[src/rtl/vga_pkg.sv]
// Shared 640x480@60 VGA timing constants and helpers for the MonitorVGA display path.
// Both the sync generator and the downstream pixel generator import this package.
package vga_pkg;

    localparam int unsigned VGA_CLK_DIV   = 2;
    localparam int unsigned VGA_CNT_W     = 10;

    localparam int unsigned VGA_H_VISIBLE = 640;
    localparam int unsigned VGA_H_FRONT   = 16;
    localparam int unsigned VGA_H_SYNC    = 96;
    localparam int unsigned VGA_H_BACK    = 48;

    localparam int unsigned VGA_V_VISIBLE = 480;
    localparam int unsigned VGA_V_FRONT   = 10;
    localparam int unsigned VGA_V_SYNC    = 2;
    localparam int unsigned VGA_V_BACK    = 33;

    localparam int unsigned VGA_H_TOTAL =
        VGA_H_VISIBLE + VGA_H_FRONT + VGA_H_SYNC + VGA_H_BACK;
    localparam int unsigned VGA_V_TOTAL =
        VGA_V_VISIBLE + VGA_V_FRONT + VGA_V_SYNC + VGA_V_BACK;

    localparam int unsigned VGA_H_SYNC_START = VGA_H_VISIBLE + VGA_H_FRONT;
    localparam int unsigned VGA_H_SYNC_END   = VGA_H_SYNC_START + VGA_H_SYNC - 1;
    localparam int unsigned VGA_V_SYNC_START = VGA_V_VISIBLE + VGA_V_FRONT;
    localparam int unsigned VGA_V_SYNC_END   = VGA_V_SYNC_START + VGA_V_SYNC - 1;

    // SYNC_POL value selecting active-low sync pulses.
    localparam bit SYNC_ACTIVE_LOW = 1'b0;

    typedef struct packed {
        logic hsync;
        logic vsync;
        logic video_on;
    } vga_ctrl_t;

    // Drive a sync line to its active level inside the window, idle level outside.
    function automatic logic sync_level(input logic active, input logic pol);
        return active ? pol : ~pol;
    endfunction

endpackage

[src/rtl/mod_n_counter.sv]
// Modulo-N counter with a combinational wrap strobe; used as the pixel-tick divider.
module mod_n_counter #(
    parameter int unsigned N = 2,
    parameter int unsigned W = 1
) (
    input  logic         clk,
    input  logic         reset,
    input  logic         enable,
    output logic [W-1:0] count,
    output logic         wrap
);

    localparam logic [W-1:0] LAST = W'(N - 1);

    // With N=1 the count stays at 0 and wrap simply follows enable.
    assign wrap = enable && (count == LAST);

    always_ff @(posedge clk or negedge reset) begin
        if (!reset) begin
            count <= '0;
        end else if (enable) begin
            count <= wrap ? '0 : count + 1'b1;
        end
    end

endmodule

[src/rtl/vga_sync_gen.sv]
// VGA timing generator: pixel-tick divider, coupled h/v position counters and
// registered sync/blanking strobes aligned with the coordinates they describe.
module vga_sync_gen
    import vga_pkg::*;
#(
    parameter int unsigned CLK_DIV   = VGA_CLK_DIV,
    parameter int unsigned H_VISIBLE = VGA_H_VISIBLE,
    parameter int unsigned H_FRONT   = VGA_H_FRONT,
    parameter int unsigned H_SYNC    = VGA_H_SYNC,
    parameter int unsigned H_BACK    = VGA_H_BACK,
    parameter int unsigned V_VISIBLE = VGA_V_VISIBLE,
    parameter int unsigned V_FRONT   = VGA_V_FRONT,
    parameter int unsigned V_SYNC    = VGA_V_SYNC,
    parameter int unsigned V_BACK    = VGA_V_BACK,
    parameter bit          SYNC_POL  = SYNC_ACTIVE_LOW,
    parameter int unsigned CNT_W     = VGA_CNT_W
) (
    input  logic             clk,
    input  logic             reset,
    input  logic             enable,
    output logic [CNT_W-1:0] pixel_x,
    output logic [CNT_W-1:0] pixel_y,
    output logic             hsync,
    output logic             vsync,
    output logic             video_on,
    output logic             pix_tick,
    output logic             frame_start
);

    localparam int unsigned H_TOTAL = H_VISIBLE + H_FRONT + H_SYNC + H_BACK;
    localparam int unsigned V_TOTAL = V_VISIBLE + V_FRONT + V_SYNC + V_BACK;
    localparam int unsigned DIV_W   = (CLK_DIV > 1) ? $clog2(CLK_DIV) : 1;

    localparam logic [CNT_W-1:0] H_LAST   = CNT_W'(H_TOTAL - 1);
    localparam logic [CNT_W-1:0] V_LAST   = CNT_W'(V_TOTAL - 1);
    localparam logic [CNT_W-1:0] H_VIS    = CNT_W'(H_VISIBLE);
    localparam logic [CNT_W-1:0] V_VIS    = CNT_W'(V_VISIBLE);
    localparam logic [CNT_W-1:0] HS_START = CNT_W'(H_VISIBLE + H_FRONT);
    localparam logic [CNT_W-1:0] HS_END   = CNT_W'(H_VISIBLE + H_FRONT + H_SYNC - 1);
    localparam logic [CNT_W-1:0] VS_START = CNT_W'(V_VISIBLE + V_FRONT);
    localparam logic [CNT_W-1:0] VS_END   = CNT_W'(V_VISIBLE + V_FRONT + V_SYNC - 1);

    localparam vga_ctrl_t CTRL_RESET = '{hsync: ~SYNC_POL, vsync: ~SYNC_POL, video_on: 1'b0};

    logic [DIV_W-1:0] div_count;
    logic             tick;
    logic             unused_div;

    logic [CNT_W-1:0] x_d;
    logic [CNT_W-1:0] y_d;
    vga_ctrl_t        ctrl_d;
    vga_ctrl_t        ctrl_q;
    logic             frame_start_d;

    mod_n_counter #(
        .N (CLK_DIV),
        .W (DIV_W)
    ) u_div (
        .clk    (clk),
        .reset  (reset),
        .enable (enable),
        .count  (div_count),
        .wrap   (tick)
    );

    // Only the wrap strobe matters here; the phase itself is not consumed.
    assign unused_div = ^div_count;

    always_comb begin
        x_d = pixel_x;
        y_d = pixel_y;
        if (tick) begin
            if (pixel_x == H_LAST) begin
                x_d = '0;
                y_d = (pixel_y == V_LAST) ? '0 : pixel_y + 1'b1;
            end else begin
                x_d = pixel_x + 1'b1;
            end
        end
    end

    // Decode from next-state coordinates so the registered strobes line up with them.
    always_comb begin
        ctrl_d.hsync    = sync_level((x_d >= HS_START) && (x_d <= HS_END), SYNC_POL);
        ctrl_d.vsync    = sync_level((y_d >= VS_START) && (y_d <= VS_END), SYNC_POL);
        ctrl_d.video_on = (x_d < H_VIS) && (y_d < V_VIS);
        frame_start_d   = tick && (x_d == '0) && (y_d == '0);
    end

    // Reset parks on the last blank pixel so the first tick opens a clean frame.
    always_ff @(posedge clk or negedge reset) begin
        if (!reset) begin
            pixel_x     <= H_LAST;
            pixel_y     <= V_LAST;
            ctrl_q      <= CTRL_RESET;
            pix_tick    <= 1'b0;
            frame_start <= 1'b0;
        end else begin
            pixel_x     <= x_d;
            pixel_y     <= y_d;
            ctrl_q      <= ctrl_d;
            pix_tick    <= tick;
            frame_start <= frame_start_d;
        end
    end

    assign hsync    = ctrl_q.hsync;
    assign vsync    = ctrl_q.vsync;
    assign video_on = ctrl_q.video_on;

endmodule

[config.mk]
export PLATFORM = sky130hd
export DESIGN_NAME = vga_sync_gen
export DESIGN_NICKNAME = d
export VERILOG_FILES = /design/src/rtl/vga_pkg.sv /design/src/rtl/mod_n_counter.sv /design/src/rtl/vga_sync_gen.sv
export SDC_FILE = /design/constraint.sdc
export NUM_CORES = 1
export LEC_CHECK = 0
export ABC_AREA = 1
export CORE_ASPECT_RATIO = 1.25
export CORE_UTILIZATION = 45
export DETAILED_ROUTE_END_ITERATION = 12
export PLACE_DENSITY_LB_ADDON = 0.12
export SYNTH_ARGS = -nofsm -noshare
export SYNTH_HDL_FRONTEND = slang
export SYNTH_HIERARCHICAL = 1
export SYNTH_SLANG_ARGS = --single-unit
[constraint.sdc]
create_clock -name clk -period 4.1 [get_ports clk]
set_input_delay 0.41 -clock clk [delete_from_list [all_inputs] [get_ports clk]]
set_output_delay 0.41 -clock clk [all_outputs]
set_load 0.02 [all_outputs]
==> impl_metrics.yaml <==
synth:
  synth.avg_cell_area_um2: 6.97
  syn_inst: 237
  yosysWarnings: 6
  synth_async_sr_flop_share_pct: 100
  synth_ff_type: "dfrtp_1"
  synth_cell_types: 26
  ys_seq_area_share_pct: 40.3
  synth.cell_area_um2: 1650
  synth_edf_count: 0
  ys_ff_latch: 26
  syn_nets: 243
drt:
  dr.pass1.iters: 4
  drc: 0
  ant_nets: 0
  via_per_inst: 4.85
  drt_iter0_markers: 46
  routedWlPerCell_um: 11.6
  routed_wl_um: 3550
  vias: 1485
timing:
  fin_crit_ns: 2.36
  finalCritPeriodShare_pct: 57.6
  slew_headroom_pct: 61.1
  slew_violations: 0
  fin_hold_ws_ns: 0.445
  fmax_mhz: 424
  hold_viol_final: 0
  finalSetupViolations: 0
  tightest_slew_ns: 0.583
  rsz0062_at_grt: "no"
  tns_ns: 0
  finClkSkew_ns: 0.00403
clock_network:
  cts_hold_buf: 0
  cts_root_buf: "clkbuf_8"
  postCtsResizedCells: 0
  insertion_delay_ns: 0.27
  cts_buffers: 3
  htreeDepth: 1
  clk_path_buf_depth: 2
  postCtsSetupBuffers: 0
  cts_num_sinks: 26
  path_clk_slew_ns: 0.09
  cts_tree: "built"
placed_design:
  io_buffers: 27
  routabilityCongestion: 0.898
  post-dp-hpwl_um: 2850
layout:
  nFillCells: 355
  area_growth_pct: 22.3
  layout.nets: 274
  n_antenna_cell: 0
  drive_above_1_share_pct: 13.5
setup_path:
  worstReg2RegStart: "pixel_x[0]$_DFF_PN1_"
  cp.required_ns: 4.30
  worst_ep_arrival_time_ns: 2.56
  cp-end-kind: "flip-flop"
  crit_type: "input pin to flip-flop"
  cp_max_fo: 18
  cp-startpoint: "enable"
  cp-start-kind: "input pin"
floorplan:
  die_h_um: 69.7
  die_width_um: 56.2
  rows: 24
  initial_core_util_pct: 47.4
  ioPinCount: 28
  core_um2: 3480
  dieArea_um2: 3920
global_route:
  grt_pass1_wl_um: 6290
  grt_pass1_vias: 1441
  overflow: 0
  grt_max_degree: 19
  grt_usage_pct: 20.3
  antenna_found_initial: 0
hold_path:
  hold_path.class: "input pin to async pin"
run_status:
  status: "finished, final reports clean"
power:
  p_per_area_nw_per_um2: 381
  peakVddDrop_mv: 0.312
  cellLeakagePower_nw: 1.02
job:
  maxCapViolations: 0
## layout make-up
class                      instances  area [µm²]  area share, %
inverter                          48         180           8.92
clock buffer                       4        55.1           2.72
timing repair buffer              28         278           13.7
sequential                        26         666           32.9
multi-input combinational        161         793           39.3
tap                               39        48.8           2.41
## metal layers
layer / routed length, µm / track usage [%] / share of wire [%]
met1: 1640 / 26.0 / 46
met2: 1770 / 35.2 / 50
met3: 77 / 1.87 / 2.2
met4: 58 / 7.86 / 1.6
met5: 0 / 0 / 0
## cell usage in the layout, fill, tap and decap left out
master / synthesis / final
nand2_2: 5 / 5
dfstp_2: 12 / 12
ha_1: 3 / 3
nor2_4: 3 / 3
o21bai_1: 3 / 3
o211ai_1: 1 / 1
and2_4: 1 / 1
dfrtp_1: 14 / 14
nor2_2: 4 / 4
inv_1: 46 / 46
o21ai_0: 5 / 5
nand3_1: 24 / 24
and3_1: 1 / 1
nand2_4: 1 / 1
nand3_2: 3 / 3
a21oi_1: 4 / 4
inv_2: 2 / 2
buf_4: 1 / 1
clkdlybuf4s50_1: 0 / 27
xnor2_1: 1 / 1
nand4_1: 5 / 5
o21a_1: 1 / 1
clkbuf_8: 0 / 4
nor3_1: 2 / 2
a21o_1: 1 / 1
nor2_1: 30 / 30
nand2_1: 63 / 63
## power by group
part,leakage (nW),internal [mW],switching [mW]
Clock,0.0288,0.0858,0.0786
Combinational,0.713,0.104,0.149
Sequential,0.281,0.309,0.0426
Total,1.02,0.499,0.271
## Yosys cell counts (4+ instances only)
| cell type | n | area, µm² |
|---|---|---|
| nand2_1 | 63 | 236 |
| nand3_1 | 24 | 120 |
| nor2_2 | 4 | 25.0 |
| inv_1 | 46 | 173 |
| nand2_2 | 5 | 31.3 |
| nor2_1 | 30 | 113 |
| a21oi_1 | 4 | 20.0 |
| dfrtp_1 | 14 | 350 |
| dfstp_2 | 12 | 315 |
| o21ai_0 | 5 | 25.0 |
| nand4_1 | 5 | 31.3 |
## sequential cells by signal, indices dropped and copies added (netlist names)
register	flops
pix_tick	1
pixel_x	10
hsync	1
video_on	1
vsync	1
pixel_y	10
frame_start	1
u_div/count	1
## cell families after synthesis
logic type | count (synthesis) | synth area share [%]
simple gates | 142 | 39.8
buf+inv | 50 | 11.7
flops | 26 | 40.3
compound gates | 15 | 5.45
fa+ha+maj | 3 | 2.27
xor+xnor | 1 | 0.530
## final timing paths
kind                                            to  slack, ns  depth (start not counted)
max in group asynchronous     pixel_y[2]$_DFF_PN1_       3.02                          2
setup reg to reg                video_on$_DFF_PN0_       1.96                         12
hold reg to reg            u_div/count$_DFFE_PN0P_       0.52                          2
min in group clk           u_div/count$_DFFE_PN0P_       0.52                          2
hold / removal                  pix_tick$_DFF_PN0_       0.45                          1
setup / recovery             frame_start$_DFF_PN0_       1.74                         13
## worst max-delay path: stages
cell and delay [ns]:
clkdlybuf4s50_1 0.49, nand2_1 0.06, inv_1 0.43, inv_2 0.17, nor2_2 0.21, nand4_1 0.14, nor2_1 0.11, nand2_1 0.05
nand3_1 0.16, nand2_1 0.07, nor2_1 0.09, nand3_1 0.09, nor2_1 0.09
## through the flow
step	util (%)	cells	total power, mW	cell area [µm²]	setup WS, ns
after floorplan	-	237	0.510	1650	2.21
after global placement	56.4	302	0.610	1970	1.53
after detailed placement	56.4	302	0.612	1970	1.47
after CTS	58.0	306	0.777	2020	1.74
after global routing	58.0	306	0.821	2020	1.38
final	58.0	306	0.769	2020	1.74
Power figures use the tool's default switching activity.
